**src/rtl/instr_fetch_unit.sv**
```systemverilog
// Instruction fetch stage: owns the PC, issues credit-limited word reads, buffers
// responses in a prefetch FIFO and handles redirects. Optional perf counters: IFETCH_PERF_CNT_EN.
module instr_fetch_unit #(
    parameter int                INSTR_W  = 49,
    parameter int                ADDR_W   = 32,
    parameter int                DEPTH    = 2,
    parameter logic [ADDR_W-1:0] RESET_PC = '0
) (
    input  logic               clk,
    input  logic               rst,
    output logic               mem_req_valid,
    input  logic               mem_req_ready,
    output logic [ADDR_W-1:0]  mem_req_addr,
    input  logic               mem_resp_valid,
    input  logic [INSTR_W-1:0] mem_resp_data,
    output logic               instr_valid,
    input  logic               instr_ready,
    output logic [INSTR_W-1:0] instr,
    output logic [ADDR_W-1:0]  instr_pc,
    input  logic               redirect_valid,
    input  logic [ADDR_W-1:0]  redirect_pc
`ifdef IFETCH_PERF_CNT_EN
    ,
    output logic [31:0]        perf_fetched,
    output logic [31:0]        perf_flushed,
    output logic [31:0]        perf_starve
`endif
);

    localparam int PW  = $clog2(DEPTH);
    localparam int CW  = $clog2(DEPTH) + 1;
    localparam int CW1 = CW + 1;
    localparam logic [CW-1:0] FULL_C   = CW'(DEPTH);
    localparam logic [CW:0]   CREDIT_C = CW1'(DEPTH);

    localparam logic [1:0] S_IDLE  = 2'd0;
    localparam logic [1:0] S_FETCH = 2'd1;
    localparam logic [1:0] S_FLUSH = 2'd2;

    logic [1:0]         state;
    logic [ADDR_W-1:0]  fetch_pc;
    logic [CW-1:0]      fifo_count;
    logic [CW-1:0]      outstanding;
    logic [CW-1:0]      discard_cnt;
    logic [PW-1:0]      fifo_rd;
    logic [PW-1:0]      fifo_wr;
    logic [PW-1:0]      req_rd;
    logic [PW-1:0]      req_wr;
    logic [INSTR_W-1:0] fifo_data [DEPTH];
    logic [ADDR_W-1:0]  fifo_pc   [DEPTH];
    logic [ADDR_W-1:0]  req_pc    [DEPTH];

    logic [CW:0]        credit_sum;
    logic [CW-1:0]      discard_redir;
    logic               accept;
    logic               do_push;
    logic               do_pop;

    always_comb begin
        credit_sum    = {1'b0, fifo_count} + {1'b0, outstanding};
        mem_req_valid = (state == S_FETCH) && (credit_sum < CREDIT_C) && !redirect_valid;
        mem_req_addr  = fetch_pc;
        accept        = mem_req_valid && mem_req_ready;
        instr_valid   = (fifo_count != '0);
        instr         = instr_valid ? fifo_data[fifo_rd] : '0;
        instr_pc      = instr_valid ? fifo_pc[fifo_rd] : '0;
        do_push       = mem_resp_valid && !redirect_valid && (discard_cnt == '0);
        do_pop        = instr_valid && instr_ready && !redirect_valid;
        // A response landing in the redirect cycle is already one of the discarded ones.
        discard_redir = outstanding - CW'(mem_resp_valid);
    end

    always_ff @(posedge clk) begin
        if (rst) begin
            state       <= S_IDLE;
            fetch_pc    <= RESET_PC;
            fifo_count  <= '0;
            outstanding <= '0;
            discard_cnt <= '0;
            fifo_rd     <= '0;
            fifo_wr     <= '0;
            req_rd      <= '0;
            req_wr      <= '0;
        end else begin
            outstanding <= outstanding + CW'(accept) - CW'(mem_resp_valid);
            req_wr      <= req_wr + PW'(accept);
            req_rd      <= req_rd + PW'(mem_resp_valid);
            if (redirect_valid) begin
                fetch_pc    <= redirect_pc;
                fifo_count  <= '0;
                fifo_rd     <= '0;
                fifo_wr     <= '0;
                discard_cnt <= discard_redir;
                state       <= (discard_redir != '0) ? S_FLUSH : S_FETCH;
            end else begin
                if (accept)
                    fetch_pc <= fetch_pc + 1'b1;
                if (mem_resp_valid && (discard_cnt != '0))
                    discard_cnt <= discard_cnt - 1'b1;
                fifo_count <= fifo_count + CW'(do_push) - CW'(do_pop);
                fifo_wr    <= fifo_wr + PW'(do_push);
                fifo_rd    <= fifo_rd + PW'(do_pop);
                case (state)
                    S_IDLE:  state <= S_FETCH;
                    S_FETCH: state <= S_FETCH;
                    S_FLUSH: begin
                        if ((discard_cnt == '0) || (mem_resp_valid && (discard_cnt == CW'(1))))
                            state <= S_FETCH;
                    end
                    default: state <= S_IDLE;
                endcase
            end
        end
    end

    // Storage needs no reset: visibility is governed entirely by the counters.
    always_ff @(posedge clk) begin
        if (accept)
            req_pc[req_wr] <= fetch_pc;
        if (do_push) begin
            fifo_data[fifo_wr] <= mem_resp_data;
            fifo_pc[fifo_wr]   <= req_pc[req_rd];
        end
    end

    always_ff @(posedge clk) begin
        if (!rst) begin
            assert (!(do_push && (fifo_count == FULL_C) && !do_pop));
            assert (!(mem_resp_valid && (outstanding == '0)));
        end
    end

`ifdef IFETCH_PERF_CNT_EN
    function automatic logic [31:0] sat_add(input logic [31:0] v, input logic [CW:0] amt);
        logic [32:0] s;
        s = {1'b0, v} + 33'(amt);
        return s[32] ? '1 : s[31:0];
    endfunction

    logic [CW:0] flush_amt;

    always_comb begin
        if (redirect_valid)
            flush_amt = {1'b0, fifo_count} + CW1'(mem_resp_valid);
        else
            flush_amt = CW1'(mem_resp_valid && (discard_cnt != '0));
    end

    always_ff @(posedge clk) begin
        if (rst) begin
            perf_fetched <= '0;
            perf_flushed <= '0;
            perf_starve  <= '0;
        end else begin
            perf_fetched <= sat_add(perf_fetched, CW1'(accept));
            perf_flushed <= sat_add(perf_flushed, flush_amt);
            perf_starve  <= sat_add(perf_starve, CW1'(instr_ready && !instr_valid));
        end
    end
`endif

endmodule

```
**config.mk**
```make
export PLATFORM = sky130hd
export DESIGN_NAME = instr_fetch_unit
export DESIGN_NICKNAME = d
export VERILOG_FILES = /design/src/rtl/instr_fetch_unit.sv
export SDC_FILE = /design/constraint.sdc
export NUM_CORES = 1
export LEC_CHECK = 0
export ABC_AREA = 1
export CORE_ASPECT_RATIO = 1.5
export CORE_MARGIN = 1
export CORE_UTILIZATION = 53
export DETAILED_ROUTE_END_ITERATION = 7
export GPL_TIMING_DRIVEN = 0
export PLACE_DENSITY = 0.8
export SLEW_MARGIN = 30
export SYNTH_ARGS = -nofsm -noshare
export SYNTH_HDL_FRONTEND = slang
export SYNTH_SLANG_ARGS = --single-unit
```
**constraint.sdc**
```tcl
create_clock -name clk -period 5.2 [get_ports clk]
set_input_delay 1.04 -clock clk [delete_from_list [all_inputs] [get_ports clk]]
set_output_delay 1.04 -clock clk [all_outputs]
set_load 0.01 [all_outputs]
```
==> results.md <==
- H-tree depth: 1
- CP cell instances: clkbuf_1 > inv_1 > buf_2 > buf_2 > nand2_1 > a21oi_1 > clkdlybuf4s50_1
- Biggest area consumer among synthesized cells: edfxtp_1
- Initial DRC count: between 400 and 500
- CTS Buffer Depth: 3
- Clock power frac: a little under two fifths
- Hold path cells: 1
- Setup bufs post-CTS: 0
- Post-route clock period utilization: 71.2%
- R2R depth: 8
- Ys async rst share: 0%
- Worst setup EP type: output port
- Cell variety after synth: 39
- DP Worst Slack: 1.61 ns
- I/O pins: 202
- Pwr/cell area: 314 mW/mm^2
- Most frequent cell after synthesis: nand2_1
- Worst path max stage delay: roughly 0.58 ns
- Std-Cell Rows: 65
- Antenna violations before repair: 0
- Mapped Cells: ~1000
- Worst-path clk slew: 0.07 ns
- Proportion of synthesized chip area in sequential cells: between 60% and 70%
- Number of global-route vias before repair: between 8000 and 9000
- Peak VDD IR: about 0.28 mV
- Fin Setup TNS: 0 ns
- CTS Buf Count: 24
- Internal power: 0.00359 W
- Layout cells sized above 1: 9.62%
- Detail Placement HPWL: between 15000 and 20000 um
- Hold Crit Class: reg -> reg
- Outcome: completed
- Worst EP arrival: between 2 and 3 ns
- Largest net degree at the start of global routing: 47
- Top-area cell type share of the netlist area: 59.6%
- Max Clk Rate: 270 MHz
- Maximum fanout along the worst path: 10
- Grt total ovfl: 0
- Sequential power share: 54.1%
- Clk root buf: clkbuf_16
- Pleak: 5.26 nW
- First-pass GRT wire length: 40400 um
- First-pass iteration count of the detailed router: 8
- All-Layer GR Usage: 23.5%
- Core box area: ~0.021 mm^2
- Initial core utilization: 54.1%
- Unrepaired setup endpoints after global routing: no
- Largest cells by area after synthesis: edfxtp_1, nand2_1, dfxtp_1
- Routed wire length: 25600 um
- Vias: 8042
- PortBufs: 200
- Hold buffer count at cts: 0
- Fin. Hold Viols: 0
- Synth cell count leaders: nand2_1, edfxtp_1, a21oi_1
- Clock sinks: 270
- Post-synth EDFFs: ~230
- Die width: 122 um
- Worst-Skew Late Latency: 0.51 ns
- Fin nets: roughly 1400
- Slew @ Worst Pin: 0.777 ns
- Fin crit period: 3.70 ns
- Mapped Avg Cell Area: 11.1 um^2
- DRC violations left: 0
- Die Y: approximately 180 um
- GP Congestion: 0.968
- Critical path launch point type: flip-flop
- Count of pins over their slew limit: 0
- Synth Flop Type: edfxtp_1
- Clk_skew: 0.00976 ns
- CP Class: reg -> out
- # resized after CTS: 0
- Endpoints failing setup: 0
- Comb pwr share: approximately 9.0%
- Final instance area: approximately 0.015 mm^2
- TritonCTS clock tree: done
- Yosys reg bits: 270
- DR WL/cell: 16.7 um
- Net Switching: 0.000994 W
- Area grow syn2layout: 28.2%
- Yosys warning count: 0
- Vias per Instance: 5.24
- Most frequent CP cell: buf_2
- Slew headroom: about half
- PnR worst setup slack: between 1 and 1.5 ns
- Sw Share: 21.7%
- Post-Syn Nets: 1122
- Max-Cap Viols: 0
- Dpl cell area: 0.0139 mm^2
- Slowest stage cell on the critical path: clkdlybuf4s50_1
- Routed Antenna Nets: 0
- Worst EP required: roughly 4.2 ns
- Ant diodes: 0
- Die area: 0.0221 mm^2
- Cell Area, Synth: 0.0114 mm^2
## critical path, delay by kind of cell (launching register included)
kind	cells	cell delay, ns
DFF	1	0.30
AOI/OAI and AO/OA	1	0.22
buffers and inverters	5	1.55
and+or+nand+nor	1	0.08
## cells in the final DEF (no fill, tap or decap), types with 3 or more instances in the layout
| master | instances |
|---|---|
| clkdlybuf4s50_1 | 200 |
| nor2_1 | 52 |
| clkinv_2 | 3 |
| nand2_2 | 5 |
| mux2_2 | 32 |
| clkbuf_1 | 32 |
| nor2_2 | 7 |
| xor2_1 | 4 |
| xnor2_1 | 3 |
| nor2_8 | 3 |
| inv_1 | 77 |
| a31oi_1 | 9 |
| nand2_1 | 301 |
| a22oi_1 | 3 |
| a21oi_2 | 3 |
| dfxtp_1 | 44 |
| a21oi_1 | 108 |
| buf_2 | 12 |
| o21ai_0 | 27 |
| edfxtp_1 | 226 |
| ha_1 | 8 |
| clkbuf_16 | 25 |
| clkinv_1 | 3 |
| buf_6 | 4 |
| nand3_1 | 41 |
## state kept, by name, indices dropped and copies added, names as in the netlist
register      flops
fifo_data        98
fifo_pc          64
req_pc           64
mem_req_addr     32
discard_cnt       2
fifo_count        2
outstanding       2
state             2
fifo_rd           1
fifo_wr           1
req_rd            1
req_wr            1
## final timing paths
check,start,end,slack [ns]
worst min register to register,state[0]$_SDFFE_PP0P_,state[0]$_SDFFE_PP0P_,0.49
worst min-delay path,state[0]$_SDFFE_PP0P_,state[0]$_SDFFE_PP0P_,0.49
worst max register to register,outstanding[0]$_SDFF_PP0_,req_pc[0][6]$_DFFE_PP_,2.31
worst max-delay path,fifo_rd$_SDFF_PP0_,instr_pc[8],1.50
## power by group through the flow
stage | Sequential (W) | Clock (W) | Combinational [W]
6_report | 0.00248 | 0.00169 | 0.000414
5_1_grt | 0.00249 | 0.00178 | 0.000452
4_1_cts | 0.00248 | 0.00170 | 0.000416
3_5_place_dp | 0.00253 | 0 | 0.000413
3_3_place_gp | 0.00253 | 0 | 0.000392
2_1_floorplan | 0.00252 | 0 | 0.000197
## kinds of logic (layout without fill, tap and decap cells)
family / after synthesis / in the layout / synth area share [%]
simple gates: 420 / 420 / 15.5
flops: 270 / 270 / 67.3
compound gates: 153 / 153 / 7.07
buf+inv: 125 / 371 / 4.60
mux: 32 / 32 / 3.16
fa+ha+maj: 13 / 13 / 1.49
xor+xnor: 9 / 9 / 0.824
## layout make-up
cell class                      count  area (um^2)
Sequential cell                   270         7670
Fill cell                        1519         6460
Multi-Input combinational cell    627         3230
Timing Repair Buffer              204         2100
Clock buffer                       34          679
Tap cell                          268          335
Inverter                           81          309
Buffer                             44          215
Clock inverter                      8         65.1
## through the flow
| stage | std cells | total power (W) | hold WS (ns) | util [%] |
|---|---|---|---|---|
| floorplan | 1022 | 0.00272 | 0.452 | - |
| CTS | 1536 | 0.00460 | 0.498 | 69.3 |
| global placement | 1490 | 0.00292 | 0.470 | 65.2 |
| global route | 1536 | 0.00472 | 0.526 | 69.3 |
| detailed placement | 1494 | 0.00294 | 0.484 | 65.8 |
| finish | 1536 | 0.00458 | 0.494 | 69.3 |
## routing by layer
layer | wire length [um] | global-route usage [%] | part of all wire [%] | vias to the layer above
met5 | 0 | 0 | 0 | -
met4 | 1060 | 10.6 | 4.1 | 0
met3 | 1530 | 2.76 | 6.0 | 64
met2 | 13800 | 44.4 | 54 | 283
met1 | 9290 | 25.7 | 36 | 3767
li1 | - | - | - | 3928
Note: power is estimated with default switching activity, not from simulation.
